File: config.mk
export PLATFORM = sky130hd
export DESIGN_NAME = pc_fetch_unit
export DESIGN_NICKNAME = d
export VERILOG_FILES = /design/src/rtl/pc_fetch_unit.sv
export SDC_FILE = /design/constraint.sdc
export NUM_CORES = 1
export LEC_CHECK = 0
export CAP_MARGIN = 30
export CORE_UTILIZATION = 41
export DETAILED_ROUTE_END_ITERATION = 16
export GPL_ROUTABILITY_DRIVEN = 0
export GPL_TIMING_DRIVEN = 1
export HOLD_SLACK_MARGIN = 0.06
export PLACE_DENSITY = 0.76
export SYNTH_ARGS = -nofsm -noshare
export SYNTH_HDL_FRONTEND = slang
export SYNTH_SLANG_ARGS = --single-unit
File: constraint.sdc
create_clock -name clk -period 1.9 [get_ports clk]
set_clock_uncertainty 0.15 [all_clocks]
set_input_delay 0.19 -clock clk [delete_from_list [all_inputs] [get_ports clk]]
set_output_delay 0.19 -clock clk [all_outputs]
set_load 0.01 [all_outputs]
File: src/rtl/pc_fetch_unit.sv
// Instruction-fetch stage: owns the PC, captures the combinational imem word into
// an IF/ID register and hands it to decode, with redirect/flush and misalign halt.
module pc_fetch_unit #(
  parameter int ADDR_W   = 11,
  parameter int DATA_W   = 32,
  parameter int RESET_PC = 0
) (
  input  logic              clk,
  input  logic              rst,
  output logic [ADDR_W-1:0] imem_addr,
  input  logic [DATA_W-1:0] imem_data,
  input  logic              redirect_valid,
  input  logic [ADDR_W-1:0] redirect_target,
  input  logic              if_ready,
  output logic              if_valid,
  output logic [DATA_W-1:0] if_instr,
  output logic [ADDR_W-1:0] if_pc,
  output logic              misalign_err,
  output logic [1:0]        fsm_state
);

  // Handshake: a word transfers to decode on a posedge where if_valid && if_ready;
  // while if_valid && !if_ready the IF/ID register and pc hold, and if_valid never
  // drops except on flush, halt or reset.

  typedef enum logic [1:0] {
    BOOT = 2'd0,
    RUN  = 2'd1,
    HALT = 2'd2
  } state_t;

  localparam logic [ADDR_W-1:0] RESET_PC_A = ADDR_W'(RESET_PC);
  localparam logic [ADDR_W-1:0] PC_STEP    = ADDR_W'(4);

  state_t            state;
  logic [ADDR_W-1:0] pc;

  assign imem_addr = pc;
  assign fsm_state = state;

  always_ff @(posedge clk) begin
    if (rst) begin
      state        <= BOOT;
      pc           <= RESET_PC_A;
      if_valid     <= 1'b0;
      if_instr     <= '0;
      if_pc        <= '0;
      misalign_err <= 1'b0;
    end else begin
      case (state)
        BOOT: state <= RUN;
        RUN: begin
          if (redirect_valid && (redirect_target[1:0] != 2'b00)) begin
            state        <= HALT;
            misalign_err <= 1'b1;
            if_valid     <= 1'b0;
          end else if (redirect_valid) begin
            pc       <= redirect_target;
            if_valid <= 1'b0;
          end else if (!if_valid || if_ready) begin
            if_instr <= imem_data;
            if_pc    <= pc;
            if_valid <= 1'b1;
            pc       <= pc + PC_STEP;  // wraps modulo 2^ADDR_W by design
          end
        end
        HALT: if_valid <= 1'b0;
        default: begin
          state    <= HALT;
          if_valid <= 1'b0;
        end
      endcase
    end
  end

endmodule

## Yosys cells after proc, flatten, opt, wreduce, memory -nomap -nowiden

Cells that the tools add are included.

- Flip-flop bits (word level): 58
- Input bits: 47
- Logic and storage cells: 34
- Output and inout bits: 58

- Reduce and logical (&&, ||, !) cells: 11
- Eq/ne operators: 4
- $add $sub $neg: 1
- Mux-type cells: 8
- Bitwise gates (word level): 4

Operators with widths:

| cell | count |
|---|---|
| two-way mux 11 bit | 2 |
| adder 11 x 3 -> 11 bit, second input constant | 1 |
| case mux 2 bit (3 select lines) | 1 |
| AND reduction 2 bit | 3 |
| != test 4 bit, second input constant | 1 |
| NOT 1 bit | 4 |
| AND reduction 4 bit | 1 |
| nonzero test 2 bit | 2 |
| two-way mux 1 bit | 3 |
| AND reduction 3 bit | 1 |
| == test 2 x 1 -> 1 bit, second input constant | 1 |
| == test 2 bit, second input constant | 1 |
| logical NOT 2 bit | 1 |
| two-way mux 2 bit | 1 |
| != test 2 bit, second input constant | 1 |
| case mux 1 bit (2 select lines) | 1 |
| logical AND 1 bit | 1 |
| logical NOT 1 bit | 1 |
| logical OR 1 bit | 1 |

## Logic depth before layout (Yosys ltp)

- Depth after elaboration: 6
- Mapped depth: 6
- Depth with buffers taken out: 5

## Worst setup path after synthesis

Ideal clock, no wire load.

- Kind: reg-to-reg
- From: reg state[1] (netlist: fsm_state[1])
- To: reg pc[2] (netlist: imem_addr[2])
- Clock period less this slack: 1.748 ns
- Setup time: 0.074 ns
- Path slack: 0.152 ns
- Arrival time: 1.523 ns
- Stages on the path, launching flop included: 6
- Path buffers: 1
- Required time: 1.676 ns
- Cell sequence: dfxtp_1 -> nand2b_2 -> or3_1 -> buf_2 -> or3_1 -> a31oi_1

- Word-level cells in the longest chain between the ends: 2

RTL lines:

| element | RTL line | source |
|---|---|---|
| start: declaration | 35 | `state_t state;` |
| start signal: assignment | 43 | `state <= BOOT;` |
| start signal: assignment | 51 | `BOOT: state <= RUN;` |
| start signal: assignment | 54 | `state <= HALT;` |
| == test 2 x 1 -> 1 bit | 50 | `case (state)` |
| AND reduction 3 bit (no line) | -- |  |
| end signal: assignment | 58 | `pc <= redirect_target;` |
| end signal: assignment | 64 | `pc <= pc + PC_STEP;` |
| end: declaration | 36 | `logic [ADDR_W-1:0] pc;` |

No other way between the ends.
A chain may end at the register's enable or synchronous reset.

## Worst setup path after layout

- From: reg pc[2] (netlist: imem_addr[2])
- To: out imem_addr[2]

RTL lines:

| element | RTL line | source |
|---|---|---|
| end: declaration | 10 | `output logic [ADDR_W-1:0] imem_addr,` |

No word-level cell between the ends.

==> flow_metrics.py <==
metrics = {
    "synthesis": {
        "synth.area.mux_share_pct": 0.447,
        "yosys.area_share.adder_pct": 0.558,
        "postSynthAreaPerCell_sq_um": 7.86,
        "seq_area_frac_synth_pct": 51.8,
        "synth_compound_area_share_pct": 19.5,
        "yosysUniqueCellTypes": 32,
        "yosys_warnings": 0,
        "synth-seq-cells": 58,
        "area_fraction_of_the_dominant_cell_type_after_synthesis_pct": 51.8,
        "postSynthNetCount": 333,
        "mappedNetlistArea_sq_mm": 0.00224,
        "post_synth_and_or_nand_nor_area_fraction_pct": 23.6,
        "synth_xor_area_share_pct": 0,
        "syn_inst_count": 285,
        "synth_largest_area_cell": "sky130_fd_sc_hd__dfxtp_1",
        "synth_top_family_by_area": "simple AND/OR/NAND/NOR gates",
        "synth.top_cells.by_area": "sky130_fd_sc_hd__dfxtp_1 (52%), sky130_fd_sc_hd__nand2_1 (16%), sky130_fd_sc_hd__a21oi_1 (11%)",
    },
    "pwr": {
        "sequential_cell_fraction_of_total_power_pct": 41.4,
        "power.share.switching_pct": 22.3,
        "power_density_cells_mw_per_mm2": 867,
        "p_clk_share_pct": 44.6,
        "power_frac_comb_pct": 14.0,
        "leakage_uw": 0.00129,
        "total_switching_power_uw": 706,
        "ir_drop_mv": 0.646,
        "p_int_uw": 2460,
    },
    "global_route": {
        "global_route.overflow_total": 0,
        "grt_pass1_vias": 2122,
        "global_route.usage.total_pct": 20.8,
        "grt_antenna_before_repair": 0,
        "grt_max_degree": 44,
        "global_route_wire_length_before_repair_mm": 9.49,
    },
    "sta": {
        "timing.final.setup_violations": 0,
        "worst_pin_slew_ns": 0.472,
        "final.setup.tns_ns": 0,
        "final-hold-violation-count": 0,
        "maxClockFrequency_ghz": 0.571,
        "layout_min_cycle_time_ns": 1.75,
        "timing_max_transition_violations_final": 0,
        "max-slew-margin-rel_pct": 68.5,
        "rsz0062_at_grt": "false",
        "period_share_pct": 92.2,
        "finalWorstSetupSlack_ns": 0.148,
    },
    "clock_tree": {
        "post_cts.resized_instances": 0,
        "cts_sinks": 58,
        "cts_post_setup_buffers_inserted": 0,
        "ctsLongestPathBuffers": 2,
        "holdBufCountCts": 0,
        "clk_root_buffer_cell": "sky130_fd_sc_hd__clkbuf_8",
        "htree_num_levels": 3,
        "clk_lat_worst_skew_ns": 0.33,
        "clkTransAtPathRegs_ns": 0.06,
        "tritoncts": "built",
        "cts_made_buffers": 9,
    },
    "critical_path": {
        "timing.critical_path.arrival_ns": 1.41,
        "worstSetupStartpointType": "register",
        "critPathRequiredTime_ns": 1.56,
        "critical_path_peak_fanout": 8,
        "cpPeakStageDelay_ns": 0.61,
        "path_buf_inv": 1,
        "worst_setup_ep_type": "output port",
        "critical-path-slowest-cell": "sky130_fd_sc_hd__clkdlybuf4s50_1",
        "crit_path_cell_trace": "clkdlybuf4s50_1",
        "setup.worst_path.class": "register to output port",
        "critical-path-top-delay-family": "buffers and inverters",
    },
    "floorplan": {
        "dieWidth_um": 75.9,
        "floorplan.die_area_sq_mm": 0.00577,
        "coreArea_sq_mm": 0.00517,
        "die_h_um": 75.9,
        "initial_utilization_pct": 43.3,
        "boundaryPins": 105,
        "placement_rows": 26,
    },
    "drt": {
        "detail_route.iter0.violations": 173,
        "top_layer": "met4",
        "wl_met2_mm": 2.72,
        "drtPass1Iterations": 4,
        "routedWlPerCell_um": 12.6,
        "antenna_left": 0,
        "routedLengthMet1_mm": 2.61,
        "vias": 2323,
        "route.met3.wl_um": 473,
        "post_drt_via_cell_ratio": 5.00,
        "routed_wire_length_mm": 5.87,
        "drt_drc_violations_left": 0,
    },
    "placement": {
        "dp.final_hpwl_mm": 3.89,
        "portBuffers": 104,
        "preCtsSetupSlack_ns": -0.0131,
        "dp.cells": 449,
        "placed_cell_areas_sq_mm": 0.00340,
    },
    "layout": {
        "finalCoreUtilization_pct": 70.7,
        "final_cell_count_no_fill": 465,
        "syn2layout_area_growth_pct": 63.1,
        "diodes_inserted": 0,
        "final_common_cell": "sky130_fd_sc_hd__clkdlybuf4s50_1",
        "most-common-layout-cells": "sky130_fd_sc_hd__clkdlybuf4s50_1 (103), sky130_fd_sc_hd__nand2_1 (97), sky130_fd_sc_hd__dfxtp_1 (58)",
        "final_layout_size_suffix_gt1_share_pct": 7.85,
        "final_nets": 438,
        "layout.cell_area.non_filler_sq_mm": 0.00365,
    },
    "run_status": {
        "outcome": "complete, no violations",
    },
    "run": {
        "drv.max_cap_violation_count": 0,
    },
    "min_path": {
        "timing.hold.worst.class": "primary input to register",
    },
}
[worst reg2reg max path: stages, from the launching register on]
cell                       delay [ns]
sky130_fd_sc_hd__dfxtp_1         0.35
sky130_fd_sc_hd__nand2b_2        0.25
sky130_fd_sc_hd__or3_1           0.40
sky130_fd_sc_hd__buf_4           0.17
sky130_fd_sc_hd__o21ai_0         0.18
sky130_fd_sc_hd__a21oi_1         0.09
[flip-flops by register name (all words and copies together) (netlist names)]
name	cells
imem_addr	11
if_pc	11
if_instr	32
fsm_state	2
if_valid	1
misalign_err	1
[synth_stat cells (all sizes together)]
master	count
a2111oi	1
a211oi	2
a21o	1
a21oi	50
a22oi	1
a31o	1
a31oi	4
a32o	1
and2	2
and3	1
and4	1
buf	5
clkbuf	15
dfxtp	58
ha	1
inv	3
mux2i	1
nand2	97
nand2b	1
nand3	6
nand4	1
nor2	9
nor2b	1
nor3	3
nor3b	1
o21a	2
o21ai	6
o21ba	1
o31ai	3
o41ai	3
or3	3
[power groups by stage]
stage	sequential [uW]	clock [uW]	combinational (uW)
after global routing	1320	1500	481
after global placement	1330	0	440
after CTS	1310	1440	448
final	1310	1410	444
after floorplan	1360	0	158
after detailed placement	1340	0	445
[per-layer routing]
| layer | vias to the layer above | track usage, % |
|---|---|---|
| met3 | 6 | 7.83 |
| li1 | 1165 | - |
| met1 | 1055 | 24.6 |
| met4 | 0 | 8.65 |
| met2 | 97 | 33.9 |
| met5 | - | 0 |
[final cells by class]
class	instances	area (sq um)
multi-input combinational	204	993
clock inverter	4	97.6
clock buffer	12	155
fill	443	1520
inverter	3	11.3
timing repair buffer	114	1150
sequential	58	1160
tap	70	87.6
[kinds of logic (layout without fill, tap and decap cells)]
group	count (synthesis)	in the layout
compound gates	76	76
fa+ha+maj	1	1
buf+inv	23	133
flops	58	58
mux	1	1
simple gates	126	126
[per-stage QoR]
step                      hold slack (ns)  power (uW)
after floorplan                     0.131        1520
after global placement              0.291        1780
after detailed placement            0.296        1780
after CTS                           0.122        3200
after global routing                0.152        3300
final                               0.146        3170
[path summary, 6_finish.rpt]
| kind | from | to | slack, ns | cells past startpoint |
|---|---|---|---|---|
| worst max register to register | fsm_state[1]$_SDFFE_PP0P_ | imem_addr[8]$_SDFFE_PP0P_ | 0.19 | 5 |
| worst min register to register | if_instr[5]$_SDFFE_PP0P_ | if_instr[5]$_SDFFE_PP0P_ | 0.30 | 2 |
| worst min-delay path | rst | fsm_state[1]$_SDFFE_PP0P_ | 0.15 | 2 |
| worst max-delay path | imem_addr[2]$_SDFFE_PP0P_ | imem_addr[2] | 0.15 | 1 |
(Power assumes the default switching activity.)
